===== src/rtl/afm_top.sv =====
// AFM board top: 6-LED bouncing scanner, used as the bring-up heartbeat.
// Ports: xtal clock in, sync active-high reset in, 6-bit LED drive out.
module afm_top #(
  parameter int unsigned TICK_DIV       = 2_700_000,
  parameter bit          LED_ACTIVE_LOW = 1'b1
) (
  input  logic       bank1_3v3_xtal_in,
  input  logic       bank3_1v8_sys_rst,
  output logic [5:0] bank3_1v8_led
);

  localparam int unsigned PW = $clog2(TICK_DIV);
  localparam logic [PW-1:0] PRESC_MAX = PW'(TICK_DIV - 1);
  localparam logic [5:0] LED_RST =
    LED_ACTIVE_LOW ? 6'b111110 : 6'b000001;

  typedef enum logic {
    UP   = 1'b0,
    DOWN = 1'b1
  } dir_e;

  logic [PW-1:0] presc_q;
  logic [2:0]    pos_q;
  logic [2:0]    pos_nxt;
  dir_e          dir_q;
  dir_e          dir_nxt;
  logic [5:0]    led_q;
  logic [5:0]    led_nxt;
  logic [5:0]    onehot;
  logic          tick;

  assign tick = (presc_q == PRESC_MAX);

  // Endpoints turn around immediately so 0 and 5 each
  // dwell for exactly one step.
  always_comb begin
    pos_nxt = pos_q;
    dir_nxt = dir_q;
    unique case (1'b1)
      (dir_q == UP) && (pos_q < 3'd5): begin
        pos_nxt = pos_q + 3'd1;
      end
      (dir_q == UP) && (pos_q >= 3'd5): begin
        pos_nxt = 3'd4;
        dir_nxt = DOWN;
      end
      (dir_q == DOWN) && (pos_q > 3'd0): begin
        pos_nxt = pos_q - 3'd1;
      end
      (dir_q == DOWN) && (pos_q == 3'd0): begin
        pos_nxt = 3'd1;
        dir_nxt = UP;
      end
      default: begin
        pos_nxt = 3'd0;
        dir_nxt = UP;
      end
    endcase
  end

  always_comb begin
    onehot  = 6'd1 << pos_nxt;
    led_nxt = LED_ACTIVE_LOW ? ~onehot : onehot;
  end

  always_ff @(posedge bank1_3v3_xtal_in) begin
    if (bank3_1v8_sys_rst) begin
      presc_q <= '0;
      pos_q   <= 3'd0;
      dir_q   <= UP;
      led_q   <= LED_RST;
    end else if (tick) begin
      presc_q <= '0;
      pos_q   <= pos_nxt;
      dir_q   <= dir_nxt;
      led_q   <= led_nxt;
    end else begin
      presc_q <= presc_q + 1'b1;
    end
  end

  assign bank3_1v8_led = led_q;

endmodule


===== config.mk =====
export PLATFORM = sky130hd
export DESIGN_NAME = afm_top
export DESIGN_NICKNAME = d
export VERILOG_FILES = /design/src/rtl/afm_top.sv
export SDC_FILE = /design/constraint.sdc
export NUM_CORES = 1
export LEC_CHECK = 0
export BUFFER_PORTS_ARGS = -buffer_cell sky130_fd_sc_hd__buf_4
export CAP_MARGIN = 15
export CORE_MARGIN = 2
export CORE_UTILIZATION = 53
export DETAILED_ROUTE_END_ITERATION = 10
export PLACE_DENSITY_LB_ADDON = 0.05
export SKIP_LAST_GASP = 1
export SYNTH_ARGS = -nofsm -noshare
export SYNTH_HDL_FRONTEND = slang
export SYNTH_SLANG_ARGS = --single-unit
export TNS_END_PERCENT = 100

===== constraint.sdc =====
create_clock -name bank1_3v3_xtal_in -period 2.3 [get_ports bank1_3v3_xtal_in]
set_input_delay 0.46 -clock bank1_3v3_xtal_in [delete_from_list [all_inputs] [get_ports bank1_3v3_xtal_in]]
set_output_delay 0.46 -clock bank1_3v3_xtal_in [all_outputs]
set_load 0.03 [all_outputs]

After elaboration in Yosys (flattened, before gate mapping) --
Index checks and enable logic that the tools add are counted.
Operators by class: $add $sub $neg 3, multipliers 0, divide/modulo/power cells 0, magnitude comparators 3, equality and inequality tests 1, shift operators 1, multiplexer cells 2, bitwise gates (word level) 3, reduce and logical (&&, ||, !) cells 8
Operator list (number):
- $add A22 B1 Y22 const B | 1
- $eq A22 B22 Y1 const B | 1
- $pmux W3 S4 | 1
- $not A6 Y6 | 1
- $shl A1 B3 Y6 const A | 1
- $logic_and A1 B1 Y1 | 4
- $reduce_or A2 Y1 | 2
- $add A3 B1 Y3 const B | 1
- $ge A3 B3 Y1 const B | 1
- $gt A3 B1 Y1 const B | 1
- $logic_not A3 Y1 | 1
- $lt A3 B3 Y1 const B | 1
- $sub A3 B1 Y3 const B | 1
- $not A1 Y1 | 2
- $pmux W1 S2 | 1
- $reduce_and A2 Y1 | 1
Word-level totals: bits in registers 32, bits in latches 0, memory bits (writable) 0, memory bits (read-only) 0, input port bits 2, output and inout port bits 6, logic and storage cells 25, memories 0

Longest topological paths before layout --
Gate-level depths: netlist of the first run.
depth after elaboration 5, gate-level depth with buffers 9, gate-level depth less buffers 8

Worst setup path before layout of the first run --
OpenSTA, ideal clock, no wires.
kind flip-flop to flip-flop, from register pos_q[2], to register pos_q[2], arrival 2.112 ns, setup slack 0.071 ns, cell stages (with the launch flop) 10, path buffers 1, clock period less this slack 2.229 ns, path through dfxtp_1 > clkbuf_1 > nor3_1 > nand2b_1 > fa_1 > o31ai_1 > o21ai_0 > o21ai_0 > mux2_2 > nor2_1
On the way: word-level cells in the longest chain between the ends 3, elaborated cells on any way between the ends 11
Ends and longest elaborated chain:
- start: declaration | line 23 | logic [2:0] pos_q;
- start signal: assignment | line 74 | pos_q <= pos_nxt;
- $gt A3 B1 Y1 (tied with other cells) | line 47 | (dir_q == DOWN) && (pos_q > 3'd0): begin
- $logic_and A1 B1 Y1, on equally long branches
- $pmux W3 S4 * | line 39 | unique case (1'b1)
Mark *: on every way between the ends. The rest lies on a longest branch, timed or not. A chain may end at the register's enable or synchronous reset.

Final worst setup path of the first run --
from register pos_q[0], to register led_q[5], in the netlist bank3_1v8_led[5]
On the way: word-level cells in the longest chain between the ends 5, elaborated cells on any way between the ends 13
Ends and longest elaborated chain:
- $gt A3 B1 Y1 (tied with other cells) | line 47
- $logic_and A1 B1 Y1, on equally long branches
- $pmux W3 S4 * | line 39
- $shl A1 B3 Y6 * | line 62 | onehot = 6'd1 << pos_nxt;
- $not A6 Y6 * | line 63 | led_nxt = LED_ACTIVE_LOW ? ~onehot : onehot;
- end signal: assignment | line 76 | led_q <= led_nxt;
- end: declaration | line 27 | logic [5:0] led_q;
Marks and branches as above.

==> flow_summary.yaml, run 1 <==
status:
  result_of_the_run: "finished clean"
yosys:
  synth_top_cell_area_share_pct: 40.8
  postSynthRegisterBits: 32
  ys_seq_area_share_pct: 40.8
  yosysUniqueCellTypes: 38
  mappedNetlistNets: 186
  yosys_warnings: 0
  avgSynthCellArea_um2: 8.63
  synth.cell_area_um2: 1570
  synth_top_cell_by_area: "dfxtp_1"
  synth_cells: 182
  synth.area.top_cells: "dfxtp_1 41%, xor2_1 8.9%, nor2_1 6.7%"
clock_network:
  post-cts-setup-buffers: 0
  cts_htree_levels: 2
  worst_setup_hold_path_clk_slew_ns: 0.10
  cts_max_path_buffers: 2
  clock_tree.root_cell: "clkbuf_4"
  cts_num_sinks: 32
  tritoncts: "done"
  cts-buffers-inserted: 5
  worstSkewPairLatency_ns: 0.33
floorplan:
  start_util_pct: 56.5
  design.die.area_um2: 3420
  std_cell_rows: 19
  fp.dieW_um: 58.5
  die_y_um: 58.5
  core_area_um2: 2780
  io_pins: 8
timing:
  timing.max_slew.rel_slack_pct: 60.5
  final.hold.worst_slack_ns: 0.405
  timing.final.hold_violations: 0
  tightest_slew_ns: 0.587
  min_period_ns: 2.19
  max_freq_mhz: 457
  post-route-period-util_pct: 95.1
  timing_max_transition_violations_final: 0
  finClkSkew_ns: 0.00975
  final-setup-viol-count: 0
worst_setup_path:
  worst_setup_path_end_kind: "flop"
  worst_path_max_delay_cell: "fa_1"
  critical-path-max-stage-delay_ns: 0.60
  arrival_ns: 2.38
  cp_max_fo: 6
  critical_path_cell_list: "nor3_1 > nand2b_1 > fa_1 > a21oi_1 > nor4_1 > a31oi_1"
  critical_path_class: "flop to flop"
  crit_required_ns: 2.49
  launching_element_type_of_the_critical_path: "flop"
layout:
  layout.filler_cells: 242
  seq_area_um2: 641
  share_of_the_core_filled_with_cells_pct: 62.5
  final_layout_size_suffix_gt1_share_pct: 12.9
  area_delta_synth_final_pct: 10.7
  diode_count: 0
  final_nets: 198
  multiInputGateArea_um2: 847
pwr:
  power_density_nw_per_um2: 539
  worst_ir_drop_vdd_mv: 0.514
  p_leak_nw: 0.636
drt:
  final_routed_drc_violation_total: 0
  initialDrtViolationCount: 46
  drt_first_pass_iters: 4
  dr_total_vias: 1301
  detail_route.wirelength_um: 3170
  viasPerCell: 5.78
  route.detailed.wl_per_inst_um: 14.1
  antenna_violating_nets_remaining: 0
global_route:
  globalRoute.totalOverflow: 0
  grt_start_max_net_pins: 21
  first_global_vias: 1118
  grt_total_usage_pct: 20.7
  wire_length_of_the_first_global_routing_pass_um: 5180
  antenna_violations_before_repair: 0
place:
  gp_congestion: 0.833
  hpwlAfterDp_um: 2150
  i_o_buffers: 7
flow_run:
  timing.max_cap.violations: 0
worst_hold_path:
  hold_path_class: "input pin to flop"
cell families (layout without fill, tap and decap cells):
group | count (synthesis) | count (layout) | share of synthesized area (%)
and+or+nand+nor | 85 | 85 | 29.2
DFF | 32 | 32 | 40.8
AOI/OAI and AO/OA | 23 | 23 | 9.24
xor gates and xnor gates | 20 | 20 | 11.1
buffers and inverters | 17 | 29 | 5.57
muxes | 3 | 3 | 1.99
adders and majority gates | 2 | 2 | 2.07
layout by cell type, fill, tap and decap left out, types with 3 or more instances in the layout:
| cell type | instances |
|---|---|
| clkbuf_4 | 5 |
| nor2_1 | 28 |
| nand3_1 | 11 |
| nand4_1 | 7 |
| a211oi_1 | 3 |
| buf_4 | 13 |
| and2_1 | 4 |
| nor4_1 | 3 |
| and4_1 | 5 |
| a31oi_1 | 6 |
| xnor2_1 | 4 |
| a21oi_1 | 4 |
| nor3_1 | 6 |
| dfxtp_1 | 32 |
| xor2_1 | 16 |
| nand2_1 | 8 |
| inv_1 | 8 |
worst max-delay path: cells and delay by family (launching register included):
kind	cells	cell delay [ns]
fa+ha+maj	1	0.60
simple gates	3	0.76
compound gates	2	0.25
flops	1	0.44
what timing repair did:
action | in CTS | in global routing
hold buffers | 0 | 0
resized for setup | 0 | 2
setup endpoints to repair | 0 | 5
report_power, final:
| group | internal (mW) | leakage [nW] | total [mW] | switching (mW) |
|---|---|---|---|---|
| combinational | 0.00748 | 0.340 | 0.0226 | 0.0152 |
| clock | 0.173 | 0.0374 | 0.351 | 0.178 |
| sequential | 0.558 | 0.258 | 0.564 | 0.00550 |
| total | 0.739 | 0.636 | 0.938 | 0.199 |
per-stage QoR:
stage	cell area [um^2]	power, mW	setup TNS (ns)	std cells	setup WS [ns]
after floorplan	1570	0.594	0	182	0.0709
after global placement	1670	0.598	0	218	0.215
after detailed placement	1670	0.599	0	218	0.0956
after CTS	1740	0.948	0	225	0.0607
after global routing	1740	0.979	-0.0316	225	-0.0316
final	1740	0.938	0	225	0.112
flip-flops by register name (all words and copies together) (netlist names):
register	flops
presc_q	22
dir_q	1
pos_q	3
bank3_1v8_led	6
cells in the mapped netlist:
cell type / instances
nor2_1: 28
nor4b_1: 1
mux2i_1: 2
nand2_1: 8
nand3_1: 11
inv_1: 8
nor4_4: 1
ha_1: 1
and4bb_2: 1
mux2_2: 1
and3_1: 2
dfxtp_1: 32
xor2_1: 16
o2111ai_1: 1
buf_6: 3
a21o_1: 1
xnor2_1: 4
or3_1: 2
nor3_1: 6
buf_2: 1
nor3b_1: 2
and4_1: 5
nand2b_1: 2
and2_1: 4
o21ai_0: 3
fa_1: 1
a21oi_1: 4
nand4_1: 7
o211ai_1: 1
o31ai_1: 1
clkbuf_1: 5
or2_1: 1
a211oi_1: 3
nor4_1: 3
a31oi_1: 6
o21ai_1: 2
o311ai_0: 1
nor2b_1: 1
layout make-up:
class / instances / area share (%)
Clock buffer: 7 / 3.74
Timing Repair Buffer: 14 / 6.76
Multi-Input combinational cell: 133 / 48.7
Tap cell: 31 / 2.23
Sequential cell: 32 / 36.8
Inverter: 8 / 1.73
per-layer routing:
metal  wire length, um  vias up  GRT usage, %
li1                  -      664             -
met1              1540      609          28.0
met2              1460       23          29.2
met3               125        5          8.57
met4                46        0          7.97
met5                 0        -             0
path summary, 6_finish.rpt:
check	startpoint	cells after the start	slack, ns	to
max reg2reg	pos_q[0]	6	0.11	bank3_1v8_led[5]
min	bank3_1v8_sys_rst	2	0.41	presc_q[2]
min reg2reg	presc_q[0]	1	0.49	presc_q[0]
max	pos_q[0]	6	0.11	bank3_1v8_led[5]
Note: power is estimated with default switching activity, not from simulation.
==> run 2: changes to the inputs <==
--- a/config.mk
+++ b/config.mk
@@ -7,8 +7,10 @@
 export LEC_CHECK = 0
 export BUFFER_PORTS_ARGS = -buffer_cell sky130_fd_sc_hd__buf_4
 export CAP_MARGIN = 15
+export CELL_PAD_IN_SITES_DETAIL_PLACEMENT = 1
+export CELL_PAD_IN_SITES_GLOBAL_PLACEMENT = 1
 export CORE_MARGIN = 2
-export CORE_UTILIZATION = 53
+export CORE_UTILIZATION = 41
 export DETAILED_ROUTE_END_ITERATION = 10
 export PLACE_DENSITY_LB_ADDON = 0.05
 export SKIP_LAST_GASP = 1
==> flow_summary.yaml, run 2 (synthesis gave the netlist of run 1 again) <==
layout:
  final_nets: 197
  post_layout_nonfiller_instances: 242
  mostFrequentLayoutCells: "30 x dfxtp_1, 28 x nor2_1, 16 x xor2_1"
  diode_count: 0
  commonest_non_fill_non_tap_cell_in_the_layout: "dfxtp_1"
  layout.filler_cells: 438
  layout.cell_area.non_filler_um2: 1780
  share_of_the_core_filled_with_cells_pct: 48.7
  final_layout_size_suffix_gt1_share_pct: 14.9
  regMostFlops: "presc_q"
  area_delta_synth_final_pct: 13.5
  largest_register_ffs: 22
worst_hold_path:
  worst_hold_path.num_cells: 2
  worstHoldStart: "bank3_1v8_sys_rst"
  hold_path_class: "input pin to flop"
drt:
  dr_total_vias: 1311
  final_routed_drc_violation_total: 0
  initialDrtViolationCount: 56
  detail_route.wirelength_um: 3640
  route.detailed.wl_per_inst_um: 15.0
  antenna_violating_nets_remaining: 0
  drt_first_pass_iters: 4
  viasPerCell: 5.42
timing:
  timing.setup.tns_ns: 0
  post-route-period-util_pct: 89.8
  final.hold.worst_slack_ns: 0.454
  timing.final.hold_violations: 0
  finClkSkew_ns: 0.00513
  tightest_slew_ns: 0.437
  rsz0062_at_grt: "false"
  max_freq_mhz: 484
  min_period_ns: 2.06
  timing.max_slew.rel_slack_pct: 70.7
  timing_max_transition_violations_final: 0
  final.setup.worst_slack_ns: 0.236
  final-setup-viol-count: 0
worst_setup_path:
  critical_path.endpoint: "bank3_1v8_led[2]"
  timing.rr.start: "presc_q[0]"
  cp-startpoint: "presc_q[0]"
  cp_max_fo: 16
  critical-path-max-stage-delay_ns: 0.39
  ff2ff_path_depth: 7
  worst_setup_path_end_kind: "flop"
  worst_path_max_delay_cell: "dfxtp_1"
  critical_path_class: "flop to flop"
  setup_slack_on_the_worst_flop_to_flop_path_ns: 0.24
  crit-reg2reg-capture: "bank3_1v8_led[2]"
  critical_path_cell_list: "ha_1 > and4_1 > nand4_1 > nor4_4 > buf_4 > nor4b_2 > o21ai_1"
  critical_path_stages: 7
  crit_family: "simple AND/OR/NAND/NOR gates"
  arrival_ns: 2.23
  worst-path-buf-inv: 1
  launching_element_type_of_the_critical_path: "flop"
  crit_required_ns: 2.47
place:
  hpwlAfterDp_um: 2600
  i_o_buffers: 7
  dpl_worst_slack_ns: -0.0301
  dp_area_um2: 1670
  dp.cells: 234
  gp_congestion: 0.796
clock_network:
  post-cts-setup-buffers: 0
  cts-hold-fix-buffers: 0
  worstSkewPairLatency_ns: 0.28
  worst_setup_hold_path_clk_slew_ns: 0.07
  clock_tree.root_cell: "clkbuf_8"
  tritoncts: "done"
  cts-buffers-inserted: 5
  cts_htree_levels: 2
  cts_max_path_buffers: 2
  cts_num_sinks: 32
floorplan:
  fp.dieW_um: 65.9
  core_area_um2: 3660
  io_pins: 8
  die_y_um: 65.9
  start_util_pct: 42.9
  design.die.area_um2: 4340
  std_cell_rows: 22
pwr:
  power_density_nw_per_um2: 580
  p_leak_nw: 0.644
  total_power_mw: 1.03
  worst_ir_drop_vdd_mv: 0.388
flow_run:
  timing.max_cap.violations: 0
status:
  result_of_the_run: "finished clean"
global_route:
  grt_start_max_net_pins: 21
  antenna_violations_before_repair: 0
  grt_total_usage_pct: 19.0
  first_global_vias: 1314
  globalRoute.totalOverflow: 0
  wire_length_of_the_first_global_routing_pass_um: 6240
run 2: how the worst min path moves through the flow:
stage	to	slack, ns
2_1_floorplan	presc_q[0]	0.44
3_3_place_gp	presc_q[0]	0.46
3_5_place_dp	presc_q[0]	0.48
4_1_cts	pos_q[1]	0.45
5_1_grt	presc_q[2]	0.47
6_report	pos_q[2]	0.45
run 2: final cells by class:
type / instances / area (um^2) / share of cell area, %
multi-input cells: 133 / 857 / 48.1
flip-flops and latches: 32 / 646 / 36.2
repair buffers: 13 / 97.6 / 5.47
clock buffers: 6 / 82.6 / 4.63
well taps: 48 / 60.1 / 3.37
inverters: 8 / 30.0 / 1.68
clock inverters: 2 / 10.0 / 0.561
run 2: repair_timing:
item	CTS	global route
endpoints found under the setup margin	4	2
gates resized for setup	2	5
pin swaps	0	1
run 2: worst register-to-register path, stage by stage (launching register included):
cell and delay (ns):
dfxtp_1 0.39, ha_1 0.25, and4_1 0.24, nand4_1 0.15
nor4_4 0.27, buf_4 0.26, nor4b_2 0.31, o21ai_1 0.10
run 2: per-layer routing:
metal	up-vias	part of all wire (%)	GRT usage, %
met5	-	0	0
met3	9	2.2	3.75
met4	0	2.2	9.38
met1	631	53	26.9
met2	16	43	27.3
li1	655	-	-
run 2: power breakdown:
part	leakage (nW)	switching [mW]	total [mW]	internal, mW
Combinational	0.333	0.0156	0.0232	0.00759
Sequential	0.260	0.00525	0.563	0.557
Clock	0.0510	0.209	0.448	0.239
Total	0.644	0.230	1.03	0.803
==> run 3: changes to the inputs <==
--- a/config.mk
+++ b/config.mk
@@ -5,7 +5,7 @@
 export SDC_FILE = /design/constraint.sdc
 export NUM_CORES = 1
 export LEC_CHECK = 0
-export BUFFER_PORTS_ARGS = -buffer_cell sky130_fd_sc_hd__buf_4
+export BUFFER_PORTS_ARGS = -buffer_cell sky130_fd_sc_hd__buf_2
 export CAP_MARGIN = 15
 export CELL_PAD_IN_SITES_DETAIL_PLACEMENT = 1
 export CELL_PAD_IN_SITES_GLOBAL_PLACEMENT = 1
==> flow_summary.yaml, run 3 (synthesis gave the netlist of run 1 again) <==
worst_setup_path:
  launching_element_type_of_the_critical_path: "flop"
  critical_path_cell_list: "nor3_2 > nand2b_1 > fa_2 > nor2b_1 > nor3b_1 > a21oi_1 > nor4b_2 > o21ai_1"
  critical_path_class: "flop to flop"
  timing.rr.start: "pos_q[0]"
  critical-path-max-stage-delay_ns: 0.41
  worst_setup_path_end_kind: "flop"
  setup_slack_on_the_worst_flop_to_flop_path_ns: 0.18
  crit-reg2reg-capture: "bank3_1v8_led[2]"
  crit_required_ns: 2.47
  arrival_ns: 2.28
  crit_family: "simple AND/OR/NAND/NOR gates"
  ff2ff_path_depth: 8
  cp_max_fo: 8
  worst-path-buf-inv: 0
  cp-startpoint: "pos_q[0]"
  worst_path_max_delay_cell: "dfxtp_2"
timing:
  timing.max_slew.rel_slack_pct: 71.3
  timing_max_transition_violations_final: 0
  rsz0062_at_grt: "false"
  final-setup-viol-count: 0
  timing.final.hold_violations: 0
  timing.setup.tns_ns: 0
  tightest_slew_ns: 0.427
  finClkSkew_ns: 0.00524
  min_period_ns: 2.12
  post-route-period-util_pct: 92.0
  max_freq_mhz: 473
floorplan:
  fp.dieW_um: 65.9
  start_util_pct: 42.9
  die_y_um: 65.9
  io_pins: 8
  core_area_um2: 3660
  std_cell_rows: 22
  design.die.area_um2: 4340
drt:
  detail_route.wirelength_um: 3640
  initialDrtViolationCount: 42
  viasPerCell: 5.37
  antenna_violating_nets_remaining: 0
  dr_total_vias: 1311
  final_routed_drc_violation_total: 0
  drt_first_pass_iters: 4
  route.detailed.wl_per_inst_um: 14.9
clock_network:
  tritoncts: "done"
  cts-hold-fix-buffers: 0
  worst_setup_hold_path_clk_slew_ns: 0.07
  cts-buffers-inserted: 5
  post-cts-setup-buffers: 0
  cts_max_path_buffers: 2
  clock_tree.root_cell: "clkbuf_8"
  cts_num_sinks: 32
  cts_htree_levels: 2
  worstSkewPairLatency_ns: 0.28
global_route:
  wire_length_of_the_first_global_routing_pass_um: 6300
  grt_start_max_net_pins: 21
  first_global_vias: 1373
  antenna_violations_before_repair: 0
  grt_total_usage_pct: 19.1
  globalRoute.totalOverflow: 0
pwr:
  power_density_nw_per_um2: 580
  p_leak_nw: 0.639
  total_power_mw: 1.03
  worst_ir_drop_vdd_mv: 0.417
layout:
  final_layout_size_suffix_gt1_share_pct: 14.8
  largest_register_ffs: 22
  seq_area_um2: 646
  commonest_non_fill_non_tap_cell_in_the_layout: "dfxtp_1"
  multiInputGateArea_um2: 857
  mostFrequentLayoutCells: "30 x dfxtp_1, 28 x nor2_1, 16 x xor2_1"
  regMostFlops: "presc_q"
  area_delta_synth_final_pct: 13.1
  final_nets: 199
  share_of_the_core_filled_with_cells_pct: 48.6
  layout.filler_cells: 435
  diode_count: 0
  layout.cell_area.non_filler_um2: 1780
flow_run:
  timing.max_cap.violations: 0
worst_hold_path:
  worst_hold_path.num_cells: 2
  hold_path_class: "input pin to flop"
  worstHoldStart: "bank3_1v8_sys_rst"
  holdPathEnd: "presc_q[2]"
place:
  hpwlAfterDp_um: 2660
  gp_congestion: 0.810
  i_o_buffers: 7
  dp_area_um2: 1670
status:
  result_of_the_run: "finished clean"
[run 3: cell types whose count changed in the layout (fill, tap and decap cells not counted), sizes merged]
cell    delta
buf        +2
clkbuf     +2
clkinv     -2
[run 3: per-layer routing]
| metal | wire, um | share of wire [%] | vias up | GRT usage (%) |
|---|---|---|---|---|
| met5 | 0 | 0 | - | 0 |
| met4 | 60 | 1.6 | 0 | 8.85 |
| met3 | 95 | 2.6 | 8 | 4.09 |
| met2 | 1630 | 45 | 15 | 30.3 |
| met1 | 1850 | 51 | 625 | 24.7 |
| li1 | - | - | 663 | - |
[run 3: worst register-to-register path, stage by stage, from the launching register on]
cell and delay, ns:
dfxtp_2 0.41, nor3_2 0.08, nand2b_1 0.16, fa_2 0.41
nor2b_1 0.18, nor3b_1 0.18, a21oi_1 0.09, nor4b_2 0.40
o21ai_1 0.09
[run 3: worst max path at each step]
stage                       end  cells after the start
3_3_place_gp           pos_q[2]                      8
3_5_place_dp   bank3_1v8_led[2]                      8
5_1_grt        bank3_1v8_led[2]                      8
6_report       bank3_1v8_led[2]                      8
4_1_cts        bank3_1v8_led[2]                      8
2_1_floorplan          pos_q[2]                      9
[run 3: report_power, final]
group	leakage [nW]	switching [mW]	internal, mW
registers	0.260	0.00469	0.557
clock network	0.0455	0.201	0.244
logic	0.333	0.0160	0.00843
[run 3: layout make-up]
| type | instances | share of cell area [%] |
|---|---|---|
| clock buffers | 8 | 5.07 |
| flip-flops and latches | 32 | 36.3 |
| multi-input cells | 133 | 48.2 |
| inverters | 8 | 1.69 |
| well taps | 48 | 3.38 |
| repair buffers | 15 | 5.35 |
[run 3: repair_timing]
| action | CTS | global route |
|---|---|---|
| gates cloned | 0 | 0 |
| resized for setup | 2 | 5 |
| pin swaps | 0 | 1 |
| endpoints found under the setup margin | 4 | 6 |
[run 3: stage by stage]
stage	hold slack [ns]	cells	setup WS, ns
2_1_floorplan	0.438	182	0.0709
3_3_place_gp	0.489	236	0.0584
3_5_place_dp	0.517	236	-0.0869
4_1_cts	0.504	244	0.0218
5_1_grt	0.525	244	0.0354
6_report	0.507	244	0.185
